===== src/rtl/muldiv_unit.sv =====
// Iterative 32-bit signed multiply / divide / modulo unit for the EX stage.
// Shift-add multiply and restoring divide on magnitudes, sign fixed up after 32 iterations.
module muldiv_unit (
    input  logic        clk,
    input  logic        rst,
    input  logic        start,
    input  logic [3:0]  op,
    input  logic [31:0] A,
    input  logic [31:0] B,
    output logic        busy,
    output logic        done,
    output logic [31:0] result,
    output logic        div_zero
);

    localparam logic [3:0] OP_MUL = 4'b0011;
    localparam logic [3:0] OP_DIV = 4'b0100;
    localparam logic [3:0] OP_MOD = 4'b0101;

    typedef enum logic [1:0] {
        ST_IDLE = 2'd0,
        ST_CALC = 2'd1,
        ST_FIX  = 2'd2,
        ST_DONE = 2'd3
    } state_t;

    function automatic logic [31:0] neg32(input logic [31:0] x);
        neg32 = (~x) + 32'd1;
    endfunction

    // Magnitude of a two's complement word; 32'h80000000 maps to itself as unsigned.
    function automatic logic [31:0] abs32(input logic [31:0] x);
        abs32 = x[31] ? neg32(x) : x;
    endfunction

    state_t      state_r, state_s;
    logic [3:0]  op_r, op_s;
    logic        sign_r, sign_s;
    logic [31:0] a_mag_r, a_mag_s;
    logic [31:0] b_mag_r, b_mag_s;
    logic [31:0] acc_r, acc_s;
    logic [4:0]  cnt_r, cnt_s;
    logic [31:0] result_r, result_s;
    logic        div_zero_r, div_zero_s;
    logic        busy_r, busy_s;
    logic        done_r, done_s;

    logic        legal_s;
    logic        accept_s;
    logic [32:0] rem_shift_s;
    logic [32:0] diff_s;

    // Next-state, datapath iteration and output staging.
    always_comb begin
        state_s     = state_r;
        op_s        = op_r;
        sign_s      = sign_r;
        a_mag_s     = a_mag_r;
        b_mag_s     = b_mag_r;
        acc_s       = acc_r;
        cnt_s       = cnt_r;
        result_s    = result_r;
        div_zero_s  = div_zero_r;
        legal_s     = (op == OP_MUL) || (op == OP_DIV) || (op == OP_MOD);
        accept_s    = start && legal_s && ((state_r == ST_IDLE) || (state_r == ST_DONE));
        // Partial remainder shifted left with the next dividend bit brought in.
        rem_shift_s = {acc_r, a_mag_r[31]};
        diff_s      = rem_shift_s - {1'b0, b_mag_r};

        case (state_r)
            ST_IDLE, ST_DONE: begin
                if (accept_s) begin
                    op_s    = op;
                    a_mag_s = abs32(A);
                    b_mag_s = abs32(B);
                    acc_s   = 32'd0;
                    cnt_s   = 5'd0;
                    sign_s  = (op == OP_MOD) ? A[31] : (A[31] ^ B[31]);
                    if ((op != OP_MUL) && (B == 32'd0)) begin
                        state_s    = ST_DONE;
                        result_s   = (op == OP_DIV) ? 32'hFFFF_FFFF : A;
                        div_zero_s = 1'b1;
                    end else begin
                        state_s = ST_CALC;
                    end
                end else begin
                    state_s = ST_IDLE;
                end
            end
            ST_CALC: begin
                if (op_r == OP_MUL) begin
                    if (b_mag_r[0]) begin
                        acc_s = acc_r + a_mag_r;
                    end else begin
                        acc_s = acc_r;
                    end
                    a_mag_s = {a_mag_r[30:0], 1'b0};
                    b_mag_s = {1'b0, b_mag_r[31:1]};
                end else begin
                    if (!diff_s[32]) begin
                        acc_s   = diff_s[31:0];
                        a_mag_s = {a_mag_r[30:0], 1'b1};
                    end else begin
                        acc_s   = rem_shift_s[31:0];
                        a_mag_s = {a_mag_r[30:0], 1'b0};
                    end
                end
                cnt_s = cnt_r + 5'd1;
                if (cnt_r == 5'd31) begin
                    state_s = ST_FIX;
                end else begin
                    state_s = ST_CALC;
                end
            end
            ST_FIX: begin
                case (op_r)
                    OP_MUL:  result_s = sign_r ? neg32(acc_r) : acc_r;
                    OP_DIV:  result_s = sign_r ? neg32(a_mag_r) : a_mag_r;
                    OP_MOD:  result_s = sign_r ? neg32(acc_r) : acc_r;
                    default: result_s = 32'd0;
                endcase
                div_zero_s = 1'b0;
                state_s    = ST_DONE;
            end
            default: begin
                state_s = ST_IDLE;
            end
        endcase

        busy_s = (state_s == ST_CALC) || (state_s == ST_FIX);
        done_s = (state_s == ST_DONE);
    end

    // State, datapath and output registers.
    always_ff @(posedge clk or posedge rst) begin
        if (rst) begin
            state_r    <= ST_IDLE;
            op_r       <= 4'd0;
            sign_r     <= 1'b0;
            a_mag_r    <= 32'd0;
            b_mag_r    <= 32'd0;
            acc_r      <= 32'd0;
            cnt_r      <= 5'd0;
            result_r   <= 32'd0;
            div_zero_r <= 1'b0;
            busy_r     <= 1'b0;
            done_r     <= 1'b0;
        end else begin
            state_r    <= state_s;
            op_r       <= op_s;
            sign_r     <= sign_s;
            a_mag_r    <= a_mag_s;
            b_mag_r    <= b_mag_s;
            acc_r      <= acc_s;
            cnt_r      <= cnt_s;
            result_r   <= result_s;
            div_zero_r <= div_zero_s;
            busy_r     <= busy_s;
            done_r     <= done_s;
        end
    end

    assign busy     = busy_r;
    assign done     = done_r;
    assign result   = result_r;
    assign div_zero = div_zero_r;

endmodule


===== config.mk =====
export PLATFORM = sky130hd
export DESIGN_NAME = muldiv_unit
export DESIGN_NICKNAME = d
export VERILOG_FILES = /design/src/rtl/muldiv_unit.sv
export SDC_FILE = /design/constraint.sdc
export NUM_CORES = 1
export LEC_CHECK = 0
export BUFFER_PORTS_ARGS = -buffer_cell sky130_fd_sc_hd__buf_2
export CAP_MARGIN = 5
export CORE_UTILIZATION = 35
export DETAILED_ROUTE_END_ITERATION = 7
export GPL_TIMING_DRIVEN = 0
export SYNTH_ARGS = -nofsm -noshare
export SYNTH_HDL_FRONTEND = slang
export SYNTH_SLANG_ARGS = --single-unit
export TNS_END_PERCENT = 20

===== constraint.sdc =====
create_clock -name clk -period 5.6 [get_ports clk]
set_clock_uncertainty 0.15 [all_clocks]
set_input_delay 0.28 -clock clk [delete_from_list [all_inputs] [get_ports clk]]
set_output_delay 0.28 -clock clk [all_outputs]
set_load 0.005 [all_outputs]

; Word-level counts from Yosys, hierarchy flattened
; Cells that the tools add are included.
[classes]
n_addsub = 7
mul = 0
n_div = 0
n_lt_le_gt_ge = 0
n_eq_ne = 18
n_shift = 0
n_mux = 31
bitwise = 5
reduce_logical = 18
[op_table]
columns = op, count
row1 = 2-to-1 mux 32 bit, 14
row2 = one-hot mux 32 bit (2 select lines), 5
row3 = "adder 32 x 1 -> 32 bit, second input constant", 4
row4 = inverter 32 bit, 4
row5 = subtractor 33 x 32 -> 33 bit, 1
row6 = adder 32 bit, 1
row7 = zero test 32 bit, 1
row8 = "equality test 4 x 3 -> 1 bit, second input constant", 4
row9 = one-hot mux 5 bit (2 select lines), 1
row10 = AND reduction 3 bit, 3
row11 = "equality test 2 bit, second input constant", 4
row12 = "equality test 4 x 2 -> 1 bit, second input constant", 2
row13 = 2-to-1 mux 2 bit, 3
row14 = "!= test 2 bit, second input constant", 3
row15 = one-hot mux 2 bit (3 select lines), 1
row16 = "adder 5 x 1 -> 5 bit, second input constant", 1
row17 = "equality test 5 bit, second input constant", 1
row18 = 2-to-1 mux 1 bit, 5
row19 = 2-to-1 mux 5 bit, 1
row20 = "equality test 2 x 1 -> 1 bit, second input constant", 2
row21 = logical OR 1 bit, 4
row22 = "!= test 4 x 2 -> 1 bit, second input constant", 1
row23 = AND reduction 2 bit, 2
row24 = nonzero test 2 bit, 2
row25 = 6 further kinds, 9
[totals]
register_bits = 143
latch_bits = 0
mem_bits_rw = 0
rom_bits = 0
inputBits = 71
out_inout_bits = 35
word_cells = 90
memories = 0

; Longest topological paths before layout
[logic_depth]
ltp_word = 9
ltp_mapped = 14
mapped_depth_nobuf = 12

; Worst setup path before layout
; OpenSTA, ideal clock, no wires.
[synth_path]
path_kind = flip-flop to flip-flop
from = reg acc_r[24]
to = reg acc_r[20]
setup_ns = 0.141
t_arrival_ns = 3.002
required_time_ns = 5.309
setup_slack_ns = 2.307
path_stages_with_launch = 13
n_path_buf = 2
synth_period_minus_slack_ns = 3.293
cell_sequence = dfrtp_1 -> ha_1 -> clkbuf_1 -> a21oi_1 -> o21ai_0 -> a2111oi_0 -> o31ai_1 -> a21o_1 -> nor3_1 -> nor2_1 -> buf_2 -> mux2i_1 -> o221ai_1
[synth_between]
elab_chain_len = 4
[synth_lines]
columns = item, line_no
row1 = "start, declared", 41  ; logic [31:0] acc_r, acc_s;
row2 = "start signal, assigned", 154  ; acc_r <= acc_s;
row3 = subtractor 33 x 32 -> 33 bit, 68  ; diff_s = rem_shift_s - {1'b0, b_mag_r};
row4 = 2-to-1 mux 32 bit, 100  ; if (!diff_s[32]) begin
row5 = 2-to-1 mux 32 bit, 91  ; if (op_r == OP_MUL) begin
row6 = one-hot mux 32 bit (2 select lines), 70  ; case (state_r)
; No other way between the ends.
; A chain may end at the register's enable or synchronous reset.

; Worst setup path after layout
[layout_path]
from = reg a_mag_r[31]
to = reg acc_r[0]
[layout_between]
elab_chain_len = 4
[layout_lines]
columns = item, line_no
row1 = "start, declared", 39  ; logic [31:0] a_mag_r, a_mag_s;
row2 = "start signal, assigned", 152  ; a_mag_r <= a_mag_s;
row3 = subtractor 33 x 32 -> 33 bit, 68
row4 = 2-to-1 mux 32 bit (*), 100
row5 = 2-to-1 mux 32 bit (*), 91
row6 = one-hot mux 32 bit (2 select lines) (*), 70
; Every way passes the cells marked *; elsewhere a longest branch is shown, timed or not.

==> summary.md <==
| Metric | Value |
|---|---|
| TritonRoute pass-1 iters | 5 |
| Flops & latches, synth | 143 |
| Most frequent cells in the layout | nand2_1 (166), o21ai_0 (157), a21oi_1 (154), dfrtp_1 (143), nor2_1 (131) |
| Synthesized Nets | 1781 |
| Vias in the first global route | 12539 |
| Syn Inst Count | 1636 |
| Average wire per standard cell | 20.3 um |
| Final period util | 0.809 |
| CTS tree | done |
| Initial core utilization | 0.358 |
| Final setup violating endpoints | 0 |
| Total GRT Usage | 0.241 |
| Clock transition at path regs | 0.07 ns |
| Skew-Pair Late Insertion Delay | 0.45 ns |
| Peak VDD IR | 224 uV |
| Synth area leader | dfrtp_1 |
| Die X | 194 um |
| Most used DFF post-synth | dfrtp_1 |
| Io pins | 106 |
| TNS Setup | 0 ns |
| Mapped Area | 12800 um^2 |
| DPL Wire Length | 36.3 mm |
| Port bufs | 105 |
| Sequential share of the synthesized area | 0.279 |
| Layout cell share with drive strength beyond 1 | 0.110 |
| Met2 routed wirelength | 20.8 mm |
| P_leak | 0.00653 uW |
| NumNets Final | 1909 |
| Slew @ Worst Pin | 1.02 ns |
| Final Hold Vio Count | 0 |
| Wl on met1 | 20.8 mm |
| Layout area overhead | 13.5% |
| Top post-synthesis cells by area | dfrtp_1 (28%), xor2_1 (8.4%), ha_1 (7.0%), o21ai_0 (6.1%), a21oi_1 (6.0%) |
| Row count | 69 |
| Slew HR | 0.314 |
| Largest net degree at the start of global routing | 73 |
| Die Footprint | 37500 um^2 |
| Hold Crit Class | in -> reg |
| Top-area cell type share of the netlist area | 0.279 |
| Placement Cell Area | 14000 um^2 |
| Period minus WS final | 4.53 ns |
| Synth warn | 0 |
| Worst-path maximum fanout | 10 |
| Commonest non-fill, non-tap cell in the layout | nand2_1 |
| H-tree depth | 4 |
| CTS Buffer Depth | 2 |
| Fin Hold WS | 0.0127 ns |
| CP Capture Type | flip-flop |
| RSZ-0062 raised after global routing | false |
| Crit-path max cell delay | 0.51 ns |
| Critical Path RT | 5.83 ns |
| Height of the die | 194 um |
| # Max-Cap Violations | 0 |
| # diodes | 0 |
| Root buf cell | clkbuf_16 |
| Status | finished, final reports clean |
| Met3 WL post-DR | 2.73 mm |
| RePlAce Congestion | 0.932 |
| Highest routing layer actually used | met4 |
| Gr ovfl total | 0 |
| Clock sinks | 143 |
| DRT iter0 DRCs | 1230 |
| ANT nets after route | 0 |
| Antenna violations before repair | 0 |
| Core ar. | 35800 um^2 |
| Post-route DRC | 0 |
| Design area | 14600 um^2 |
| Pwr Density | 284 nW/um^2 |
| First-pass GRT wire length | 71.0 mm |
| Syn avg cell area | 7.85 um^2 |
| Worst path most repeated cell | nand3_1 |
| Unique masters post-synth | 82 |
| Worst Path Arrival | 4.76 ns |
| Post-synth EDFFs | 0 |
| Fin. max-slew vios | 0 |
| Via-per-instance ratio | 5.76 |
| CP max-delay cell | dfrtp_1 |
| Total CTS buffers | 17 |
| DR vias | 12899 |
| Achievable Freq | 221 MHz |
| Setup CP Type | reg -> reg |
| Critical Path Start Type | flip-flop |
| Asr flop ratio synth | 1.00 |
| Critical path, cell by cell | inv_1, ha_1, fa_1, nand2b_1, a211oi_1, o41ai_1, a211o_1, a21oi_1, o21ai_0, nand2_1, clkbuf_1, buf_1, nand3_1, nand3_1 |
| DRT Wirelength | 45.4 mm |
==> repair_timing <==
action / in CTS / in global routing
buffers inserted: 0 / 0
hold buffers: 3 / 0
gates resized for setup: 0 / 0
endpoints found under the hold margin: 74 / 0
==> power by group <==
group          total [uW]  switching [uW]  internal, uW
clock network        1120             505           616
logic                1620            1010           613
registers            1390             224          1170
==> routing by layer <==
layer / global-route usage / up-vias
met5: 0 / -
met4: 0.0785 / 0
met3: 0.0429 / 72
met2: 0.394 / 449
met1: 0.320 / 6140
li1: - / 6238
==> critical path: cells and delay by family (launching register included) <==
family | cells | cell delay [ns]
AND/OR/NAND/NOR | 4 | 0.56
buffers and inverters | 3 | 1.11
flip-flops | 1 | 0.51
adder cells (fa/ha/maj) | 2 | 0.68
AO/OA/AOI/OAI | 5 | 1.45
==> through the flow <==
stage	total power (uW)	setup WS [ns]	std cells	utilization
after CTS	4110	1.10	2238	0.407
after floorplan	2500	1.33	1636	-
after global routing	4390	0.903	2238	0.407
after detailed placement	2990	1.13	2203	0.390
final	4140	1.07	2238	0.407
after global placement	2960	-0.591	2202	0.389
==> cell type report <==
type	count	area, um^2
clock buffer	18	429
fill	3742	21300
buffer	94	392
multi-input combinational	1338	8640
sequential	143	3580
tap	461	577
inverter	61	234
clock inverter	14	134
timing repair buffer	109	583
==> synthesized netlist by cell type, drive strengths merged, types with 11 or more instances <==
master	number
o21ai	160
a21o	32
inv	61
or4	13
o31ai	41
xor2	123
nand4	12
nor2b	13
nand2	166
ha	72
nor4	11
dfrtp	143
buf	17
or3	16
a21oi	174
clkbuf	77
nor3	22
o41ai	22
nand3	55
a22oi	18
o221ai	23
o22ai	24
nor2	131
nand2b	18
xnor2	42
mux2i	13
==> logic make-up after synthesis <==
logic type	share of synthesized area
compound gates	0.284
simple gates	0.191
xor+xnor	0.113
buf+inv	0.0483
flops	0.279
fa+ha+maj	0.0733
mux	0.0128
==> path summary, 6_finish.rpt <==
| kind | cells past startpoint | start | slack, ns | endpoint |
|---|---|---|---|---|
| worst max register to register | 14 | a_mag_r[31] | 1.07 | acc_r[0] |
| max in group asynchronous | 4 | rst | 4.13 | b_mag_r[21] |
| min in group asynchronous | 3 | rst | 0.32 | done |
| worst max-delay path | 14 | a_mag_r[31] | 1.07 | acc_r[0] |
| worst min-delay path | 3 | B[0] | 0.01 | b_mag_r[0] |
| worst min register to register | 2 | b_mag_r[28] | 0.33 | b_mag_r[28] |
==> registers in the layout, summed over array words and instances (netlist names) <==
name / cells
cnt_r: 5
state_r: 2
a_mag_r: 32
acc_r: 32
sign_r: 1
b_mag_r: 32
busy: 1
op_r: 4
div_zero: 1
done: 1
result: 32
Note: power is estimated with default switching activity, not from simulation.
